### src/rtl/bpred_resolve_queue_pkg.sv
// Shared definitions for the branch-prediction resolve queue.
// Purpose: entry layout and field widths that the predictor and the resolve
//          queue must agree on.
// Contents: BIMODAL_W, CARRY_W, BPRED_ENTRY_W and the bit offset of each field
//           inside a packed entry {pc4, pred_dir, pred_target, bimodal, carry}.
package bpred_resolve_queue_pkg;

    localparam int unsigned PC_W          = 32;
    localparam int unsigned BIMODAL_W     = 12;
    localparam int unsigned CARRY_W       = 44;
    localparam int unsigned BPRED_ENTRY_W = PC_W + 1 + PC_W + BIMODAL_W + CARRY_W;  // 121

    // Field offsets, LSB first.
    localparam int unsigned CARRY_LSB       = 0;
    localparam int unsigned BIMODAL_LSB     = CARRY_LSB + CARRY_W;        // 44
    localparam int unsigned PRED_TARGET_LSB = BIMODAL_LSB + BIMODAL_W;    // 56
    localparam int unsigned PRED_DIR_BIT    = PRED_TARGET_LSB + PC_W;     // 88
    localparam int unsigned PC4_LSB         = PRED_DIR_BIT + 1;           // 89

endpackage

### src/rtl/bpred_entry_fifo.sv
// Generic circular buffer with push, pop and flush.
// Ports:
//   clk, reset   - clock, synchronous active-high reset
//   flush_i      - clears pointers and count; a push in the same cycle is dropped
//   push_i/pop_i - enqueue wdata_i / dequeue the head (caller guarantees legality)
//   wdata_i      - entry to enqueue
//   rdata_o      - current head entry (combinational read)
//   count_o      - number of stored entries
//   full_o/empty_o
module bpred_entry_fifo #(
    parameter int unsigned WIDTH = 121,
    parameter int unsigned DEPTH = 8,
    parameter int unsigned PTR_W = 3
) (
    input  logic             clk,
    input  logic             reset,
    input  logic             flush_i,
    input  logic             push_i,
    input  logic             pop_i,
    input  logic [WIDTH-1:0] wdata_i,
    output logic [WIDTH-1:0] rdata_o,
    output logic [PTR_W:0]   count_o,
    output logic             full_o,
    output logic             empty_o
);

    logic [WIDTH-1:0] mem_q [DEPTH];
    logic [PTR_W-1:0] wr_ptr_q, wr_ptr_d;
    logic [PTR_W-1:0] rd_ptr_q, rd_ptr_d;
    logic [PTR_W:0]   count_q, count_d;

    always_comb begin
        wr_ptr_d = wr_ptr_q;
        rd_ptr_d = rd_ptr_q;
        count_d  = count_q;
        if (flush_i) begin
            wr_ptr_d = '0;
            rd_ptr_d = '0;
            count_d  = '0;
        end else begin
            // Pointers are PTR_W bits wide, so increments wrap at DEPTH.
            if (push_i) wr_ptr_d = wr_ptr_q + PTR_W'(1);
            if (pop_i)  rd_ptr_d = rd_ptr_q + PTR_W'(1);
            unique case ({push_i, pop_i})
                2'b10:   count_d = count_q + (PTR_W+1)'(1);
                2'b01:   count_d = count_q - (PTR_W+1)'(1);
                default: count_d = count_q;
            endcase
        end
    end

    always_ff @(posedge clk) begin
        if (reset) begin
            wr_ptr_q <= '0;
            rd_ptr_q <= '0;
            count_q  <= '0;
        end else begin
            wr_ptr_q <= wr_ptr_d;
            rd_ptr_q <= rd_ptr_d;
            count_q  <= count_d;
        end
    end

    // Storage needs no reset; validity is tracked by count_q.
    always_ff @(posedge clk) begin
        if (push_i && !flush_i) mem_q[wr_ptr_q] <= wdata_i;
    end

    assign rdata_o = mem_q[rd_ptr_q];
    assign count_o = count_q;
    assign full_o  = (count_q == (PTR_W+1)'(DEPTH));
    assign empty_o = (count_q == '0);

endmodule

### src/rtl/bpred_resolve_queue.sv
// In-order queue of branch-prediction metadata between fetch and execute.
// Fetch pushes one prediction per cycle; execute resolves the oldest entry.
// One cycle after a resolve the predictor update interface is driven, and on a
// misprediction a one-cycle redirect is raised and all younger entries flushed.
// Ports:
//   f_*            - fetch push interface (f_ready = room or pop this cycle)
//   ex_*, stall    - execute resolve interface (ex_ready = !empty && !stall)
//   upd_*          - registered predictor update (upd_valid only for branches)
//   redirect_*     - registered fetch redirect pulse and target
//   occupancy, resolve_count, miss_count, underflow_err - status
module bpred_resolve_queue
    import bpred_resolve_queue_pkg::*;
#(
    parameter int unsigned DEPTH = 8,
    parameter int unsigned PTR_W = 3,
    parameter int unsigned CNT_W = 32
) (
    input  logic                 clk,
    input  logic                 reset,
    input  logic                 f_valid,
    input  logic [31:0]          f_pc4,
    input  logic                 f_pred_dir,
    input  logic [31:0]          f_pred_target,
    input  logic [BIMODAL_W-1:0] f_bimodal,
    input  logic [CARRY_W-1:0]   f_carry,
    output logic                 f_ready,
    input  logic                 ex_valid,
    input  logic                 ex_is_branch,
    input  logic                 ex_dir,
    input  logic [31:0]          ex_target,
    output logic                 ex_ready,
    input  logic                 stall,
    output logic                 upd_valid,
    output logic [31:0]          upd_pc4,
    output logic [31:0]          upd_target,
    output logic                 upd_dir,
    output logic                 upd_miss,
    output logic [BIMODAL_W-1:0] upd_bimodal,
    output logic [CARRY_W-1:0]   upd_carry,
    output logic                 redirect_valid,
    output logic [31:0]          redirect_pc,
    output logic [PTR_W:0]       occupancy,
    output logic [CNT_W-1:0]     resolve_count,
    output logic [CNT_W-1:0]     miss_count,
    output logic                 underflow_err
);

    logic [BPRED_ENTRY_W-1:0] wr_entry, head;
    logic                     empty, full, pop, push, miss, flush;

    logic [31:0]          head_pc4, head_pred_target;
    logic                 head_pred_dir;
    logic [BIMODAL_W-1:0] head_bimodal;
    logic [CARRY_W-1:0]   head_carry;

    assign wr_entry = {f_pc4, f_pred_dir, f_pred_target, f_bimodal, f_carry};

    assign head_pc4         = head[PC4_LSB +: 32];
    assign head_pred_dir    = head[PRED_DIR_BIT];
    assign head_pred_target = head[PRED_TARGET_LSB +: 32];
    assign head_bimodal     = head[BIMODAL_LSB +: BIMODAL_W];
    assign head_carry       = head[CARRY_LSB +: CARRY_W];

    assign pop      = ex_valid && !empty && !stall;
    assign f_ready  = !full || pop;
    assign push     = f_valid && f_ready;
    assign ex_ready = !empty && !stall;

    // A non-branch that was predicted taken sent fetch down a bogus path.
    always_comb begin
        if (ex_is_branch) begin
            miss = (ex_dir != head_pred_dir) || (ex_dir && (ex_target != head_pred_target));
        end else begin
            miss = head_pred_dir;
        end
    end

    assign flush = pop && miss;

    bpred_entry_fifo #(
        .WIDTH (BPRED_ENTRY_W),
        .DEPTH (DEPTH),
        .PTR_W (PTR_W)
    ) u_fifo (
        .clk     (clk),
        .reset   (reset),
        .flush_i (flush),
        .push_i  (push),
        .pop_i   (pop),
        .wdata_i (wr_entry),
        .rdata_o (head),
        .count_o (occupancy),
        .full_o  (full),
        .empty_o (empty)
    );

    logic                 upd_valid_q, upd_valid_d;
    logic [31:0]          upd_pc4_q, upd_pc4_d;
    logic [31:0]          upd_target_q, upd_target_d;
    logic                 upd_dir_q, upd_dir_d;
    logic                 upd_miss_q, upd_miss_d;
    logic [BIMODAL_W-1:0] upd_bimodal_q, upd_bimodal_d;
    logic [CARRY_W-1:0]   upd_carry_q, upd_carry_d;
    logic                 redirect_valid_q, redirect_valid_d;
    logic [31:0]          redirect_pc_q, redirect_pc_d;
    logic [CNT_W-1:0]     resolve_count_q, resolve_count_d;
    logic [CNT_W-1:0]     miss_count_q, miss_count_d;
    logic                 underflow_q, underflow_d;

    always_comb begin
        // Strobes drop every cycle; payload fields hold until the next pop.
        upd_valid_d      = 1'b0;
        redirect_valid_d = 1'b0;
        upd_pc4_d        = upd_pc4_q;
        upd_target_d     = upd_target_q;
        upd_dir_d        = upd_dir_q;
        upd_miss_d       = upd_miss_q;
        upd_bimodal_d    = upd_bimodal_q;
        upd_carry_d      = upd_carry_q;
        redirect_pc_d    = redirect_pc_q;
        resolve_count_d  = resolve_count_q;
        miss_count_d     = miss_count_q;
        underflow_d      = underflow_q || (ex_valid && empty);
        if (pop) begin
            upd_valid_d     = ex_is_branch;
            upd_dir_d       = ex_dir && ex_is_branch;
            upd_miss_d      = miss;
            upd_pc4_d       = head_pc4;
            upd_target_d    = ex_target;
            upd_bimodal_d   = head_bimodal;
            upd_carry_d     = head_carry;
            resolve_count_d = resolve_count_q + CNT_W'(1);
            if (miss) begin
                redirect_valid_d = 1'b1;
                redirect_pc_d    = (ex_is_branch && ex_dir) ? ex_target : head_pc4;
                miss_count_d     = miss_count_q + CNT_W'(1);
            end
        end
    end

    always_ff @(posedge clk) begin
        if (reset) begin
            upd_valid_q      <= 1'b0;
            upd_pc4_q        <= '0;
            upd_target_q     <= '0;
            upd_dir_q        <= 1'b0;
            upd_miss_q       <= 1'b0;
            upd_bimodal_q    <= '0;
            upd_carry_q      <= '0;
            redirect_valid_q <= 1'b0;
            redirect_pc_q    <= '0;
            resolve_count_q  <= '0;
            miss_count_q     <= '0;
            underflow_q      <= 1'b0;
        end else begin
            upd_valid_q      <= upd_valid_d;
            upd_pc4_q        <= upd_pc4_d;
            upd_target_q     <= upd_target_d;
            upd_dir_q        <= upd_dir_d;
            upd_miss_q       <= upd_miss_d;
            upd_bimodal_q    <= upd_bimodal_d;
            upd_carry_q      <= upd_carry_d;
            redirect_valid_q <= redirect_valid_d;
            redirect_pc_q    <= redirect_pc_d;
            resolve_count_q  <= resolve_count_d;
            miss_count_q     <= miss_count_d;
            underflow_q      <= underflow_d;
        end
    end

    assign upd_valid      = upd_valid_q;
    assign upd_pc4        = upd_pc4_q;
    assign upd_target     = upd_target_q;
    assign upd_dir        = upd_dir_q;
    assign upd_miss       = upd_miss_q;
    assign upd_bimodal    = upd_bimodal_q;
    assign upd_carry      = upd_carry_q;
    assign redirect_valid = redirect_valid_q;
    assign redirect_pc    = redirect_pc_q;
    assign resolve_count  = resolve_count_q;
    assign miss_count     = miss_count_q;
    assign underflow_err  = underflow_q;

endmodule

### config.mk
export PLATFORM = sky130hd
export DESIGN_NAME = bpred_resolve_queue
export DESIGN_NICKNAME = d
export VERILOG_FILES = /design/src/rtl/bpred_resolve_queue_pkg.sv /design/src/rtl/bpred_entry_fifo.sv /design/src/rtl/bpred_resolve_queue.sv
export SDC_FILE = /design/constraint.sdc
export NUM_CORES = 1
export LEC_CHECK = 0
export CAP_MARGIN = 15
export CORE_MARGIN = 2
export CORE_UTILIZATION = 60
export DETAILED_ROUTE_END_ITERATION = 10
export GPL_ROUTABILITY_DRIVEN = 0
export HOLD_SLACK_MARGIN = 0.15
export PLACE_DENSITY = 0.86
export REMOVE_ABC_BUFFERS = 1
export SLEW_MARGIN = 20
export SYNTH_ARGS = -nofsm -noshare
export SYNTH_HDL_FRONTEND = slang
export SYNTH_HIERARCHICAL = 1
export SYNTH_SLANG_ARGS = --single-unit
### constraint.sdc
create_clock -name clk -period 37.2 [get_ports clk]
set_input_delay 7.44 -clock clk [delete_from_list [all_inputs] [get_ports clk]]
set_output_delay 7.44 -clock clk [all_outputs]
set_load 0.01 [all_outputs]
==> results.sh <==
export IMPL_cp_required_ns=29.76
export IMPL_layout_drive_gt1_share_pct=19.8
export IMPL_first_iter_violations=2836
export IMPL_die_x_um=282
export IMPL_fin_skew_ns=0.0294
export IMPL_worstPathCellList="clkdlybuf4s50_1 > nor2_2 > nand2_8 > nand2_1 > clkdlybuf4s50_1"
export IMPL_cts_root_buffer="clkbuf_16"
export IMPL_rsz0062_at_grt="false"
export IMPL_cts_htree_levels=3
export IMPL_syn_area_um2=46400
export IMPL_cp_slowest_cell="clkdlybuf4s50_1"
export IMPL_reg2reg_slack_ns=29.76
export IMPL_wl_per_cell_um=27.0
export IMPL_p_sw_share_pct=24.1
export IMPL_pin_count=387
export IMPL_period_minus_slack_ns=16.66
export IMPL_ys_seq_elements=1202
export IMPL_setup_viol=0
export IMPL_critical_path_class="input pin to output port"
export IMPL_tightestPinTransition_ns=1.07
export IMPL_path_common_cell="clkdlybuf4s50_1"
export IMPL_synth_cell_type_count=57
export IMPL_rr_worst_depth=15
export IMPL_post_route_period_util_pct=44.8
export IMPL_via_per_inst=6.21
export IMPL_cap_violations=0
export IMPL_synthArstFlopShare_pct=0
export IMPL_port_buffers=386
export IMPL_grt_pass1_vias=26400
export IMPL_synth_flop_cell="edfxtp_1"
export IMPL_clockBufferDepth=3
export IMPL_grt_ovfl_total=0
export IMPL_die_area_um2=79600
export IMPL_cts_hold_buf=0
export IMPL_ir_worst_vdd_mv=0.0483
export IMPL_hold_path_class="register to register"
export IMPL_path_max_fanout=65
export IMPL_status="finished clean"
export IMPL_slew_headroom_pct=28.8
export IMPL_p_int_w=0.00244
export IMPL_switchingPower_w=0.000778
export IMPL_netlist_instances=2613
export IMPL_clkSinkCount=1202
export IMPL_num_rows=101
export IMPL_yosys_warnings=6
export IMPL_ys_seq_area_share_pct=72.7
export IMPL_die_h_um=282
export IMPL_cts_tree="done"
export IMPL_fmax_ghz=0.0600
export IMPL_slew_violations=0
export IMPL_area_delta_synth_final_pct=18.3
export IMPL_whs_endpoint="upd_bimodal[6]"
export IMPL_numCtsBuffers=113
export IMPL_p_clk_share_pct=35.7
export IMPL_end_kind="output port"
export IMPL_cts_resized=0
export IMPL_core_um2=76200
export IMPL_worstSkewPairLatency_ns=0.69
export IMPL_worstReg2RegEnd="u_fifo/mem_q[1][22]"
export IMPL_combPwrFrac_pct=15.1
export IMPL_power_density_nw_per_um2=58.7
export IMPL_grt_start_max_net_pins=111
export IMPL_syn_avg_cell_area_um2=17.8
export IMPL_utilization_pct=72.0
export IMPL_min_from="upd_bimodal[6]"
export IMPL_cpPeakStageDelay_ns=0.55
export IMPL_grt_usage_pct=28.3
export IMPL_grt_pass1_wl_mm=165
export IMPL_wl_mm=112
export IMPL_vias=25800
export IMPL_timing_final_hold_violations=0
export IMPL_cp_start_kind="input pin"
export IMPL_firstDrtPassIters=5
export IMPL_start_util_pct=60.9
export IMPL_clkTransAtPathRegs_ns=0.06
export IMPL_hold_depth=2
export IMPL_antenna_found_initial=22
export IMPL_p_leak_nw=17.2
export IMPL_post_cts_buffers=0
export IMPL_fin_nets=3169
export IMPL_p_seq_share_pct=49.2
export IMPL_drtAntennaViolNets=0
export IMPL_synth_edff_count=968
export IMPL_crit_arrival_ns=9.22
export IMPL_drc=0
export IMPL_fin_tns_setup_ns=0
export IMPL_hpwl_mm=62.6
-- final cells by class --
type | instances | area (µm²)
inverters | 12 | 50.0
clock inverters | 59 | 621
repair buffers | 425 | 4190
flip-flops and latches | 1202 | 33800
clock buffers | 153 | 3130
well taps | 1030 | 1290
multi-input cells | 1248 | 11800
fillers | 4345 | 21300
diodes | 18 | 45.0
-- how the worst max path moves through the flow --
stage / startpoint / endpoint / slack [ns]
2_1_floorplan: register / u_fifo/mem_q[0][0] / 12.46
3_3_place_gp: stall / f_ready / 20.53
3_5_place_dp: stall / f_ready / 20.52
4_1_cts: stall / f_ready / 20.50
5_1_grt: stall / f_ready / 20.42
6_report: stall / f_ready / 20.54
-- metrics by stage --
stage	setup WS, ns	cell area, µm²	hold slack [ns]	cells	total power (W)
floorplan	12.46	45500	0.474	2462	0.00196
global placement	20.53	51100	0.441	3916	0.00207
detailed placement	20.52	51100	0.447	3916	0.00209
CTS	20.50	54800	0.454	4128	0.00324
global route	20.42	54900	0.468	4138	0.00332
finish	20.54	54900	0.456	4147	0.00322
-- cells by family after synthesis --
group                      count (synthesis)  share of synthesized area (%)
xor gates and xnor gates                  65                           1.23
and+or+nand+nor                          560                           5.49
muxes                                    381                           15.4
AOI/OAI and AO/OA                        235                           2.93
adders and majority gates                  7                          0.189
DFF                                     1202                           72.7
buffers and inverters                    163                           1.98
-- state kept, by name (all words and copies together) (netlist names), named ones only --
signal / cells
miss_count: 32
redirect_pc: 32
redirect_valid: 1
resolve_count: 32
u_fifo/count_o: 4
u_fifo/mem_q: 968
u_fifo/rd_ptr_q: 3
u_fifo/wr_ptr_q: 3
underflow_err: 1
upd_bimodal: 12
upd_carry: 44
upd_dir: 1
upd_miss: 1
upd_pc4: 32
upd_target: 32
upd_valid: 1
-- power groups by stage --
stage | clock [W] | combinational, W | sequential, W
final | 0.00115 | 0.000487 | 0.00158
after global routing | 0.00121 | 0.000520 | 0.00159
after CTS | 0.00117 | 0.000485 | 0.00159
after detailed placement | 0 | 0.000476 | 0.00161
after global placement | 0 | 0.000461 | 0.00161
after floorplan | 0 | 0.000311 | 0.00165
-- synthesized netlist by cell type (2+ instances only) --
library cell | instances | share of area, %
nand2_2 | 3 | 0.040
buf_8 | 6 | 0.19
nor4_2 | 2 | 0.054
a21oi_1 | 175 | 1.9
o31ai_1 | 11 | 0.18
buf_1 | 4 | 0.032
nand2b_1 | 5 | 0.067
inv_2 | 3 | 0.024
mux2_4 | 41 | 1.3
nor2b_1 | 17 | 0.23
ha_1 | 7 | 0.19
or3_1 | 7 | 0.094
inv_1 | 9 | 0.073
nand2_1 | 333 | 2.7
a311oi_2 | 2 | 0.065
buf_6 | 14 | 0.34
nand4_1 | 20 | 0.27
and3_1 | 11 | 0.15
nor4b_1 | 2 | 0.038
nor3_1 | 17 | 0.18
nand3b_1 | 2 | 0.032
nor4_1 | 9 | 0.12
buf_4 | 5 | 0.081
clkbuf_1 | 88 | 0.71
a311oi_1 | 30 | 0.57
dfxtp_1 | 234 | 10
mux2i_1 | 3 | 0.065
buf_12 | 5 | 0.22
nor2_1 | 71 | 0.57
mux4_2 | 242 | 12
and2_1 | 6 | 0.081
and4_4 | 3 | 0.073
mux2_1 | 6 | 0.15
xor2_1 | 22 | 0.42
mux2_2 | 89 | 2.2
o21ai_0 | 12 | 0.13
nand3_1 | 24 | 0.26
and4_1 | 5 | 0.094
edfxtp_1 | 968 | 63
or4_1 | 13 | 0.21
buf_2 | 29 | 0.31
xnor2_1 | 43 | 0.81
-- routing by layer --
metal	global-route usage [%]	wire length (µm)
met5	0	127
met4	10.7	3930
met3	5.78	10300
met2	47.6	56200
met1	36.7	41400
-- critical path: cells and delay by family --
kind	cells	cell delay [ns]
buf+inv	2	0.96
simple gates	3	0.81
-- cell usage in the layout (no fill, tap or decap), types with 9 or more instances in the layout --
| master | count |
|---|---|
| nand2_1 | 332 |
| clkbuf_16 | 117 |
| mux2_4 | 41 |
| nand3_1 | 24 |
| buf_4 | 35 |
| a21oi_1 | 175 |
| clkinv_2 | 23 |
| mux4_2 | 242 |
| clkdlybuf4s50_1 | 385 |
| or4_1 | 13 |
| mux2_2 | 89 |
| nor2b_1 | 17 |
| clkinv_1 | 16 |
| and3_1 | 11 |
| clkbuf_1 | 29 |
| o21ai_0 | 11 |
| dfxtp_1 | 231 |
| a311oi_1 | 30 |
| xor2_1 | 22 |
| nor2_1 | 65 |
| inv_1 | 9 |
| nor3_1 | 17 |
| diode_2 | 18 |
| bufinv_16 | 11 |
| xnor2_1 | 43 |
| o31ai_1 | 11 |
| nand4_1 | 20 |
| edfxtp_1 | 968 |
(Power assumes the default switching activity.)
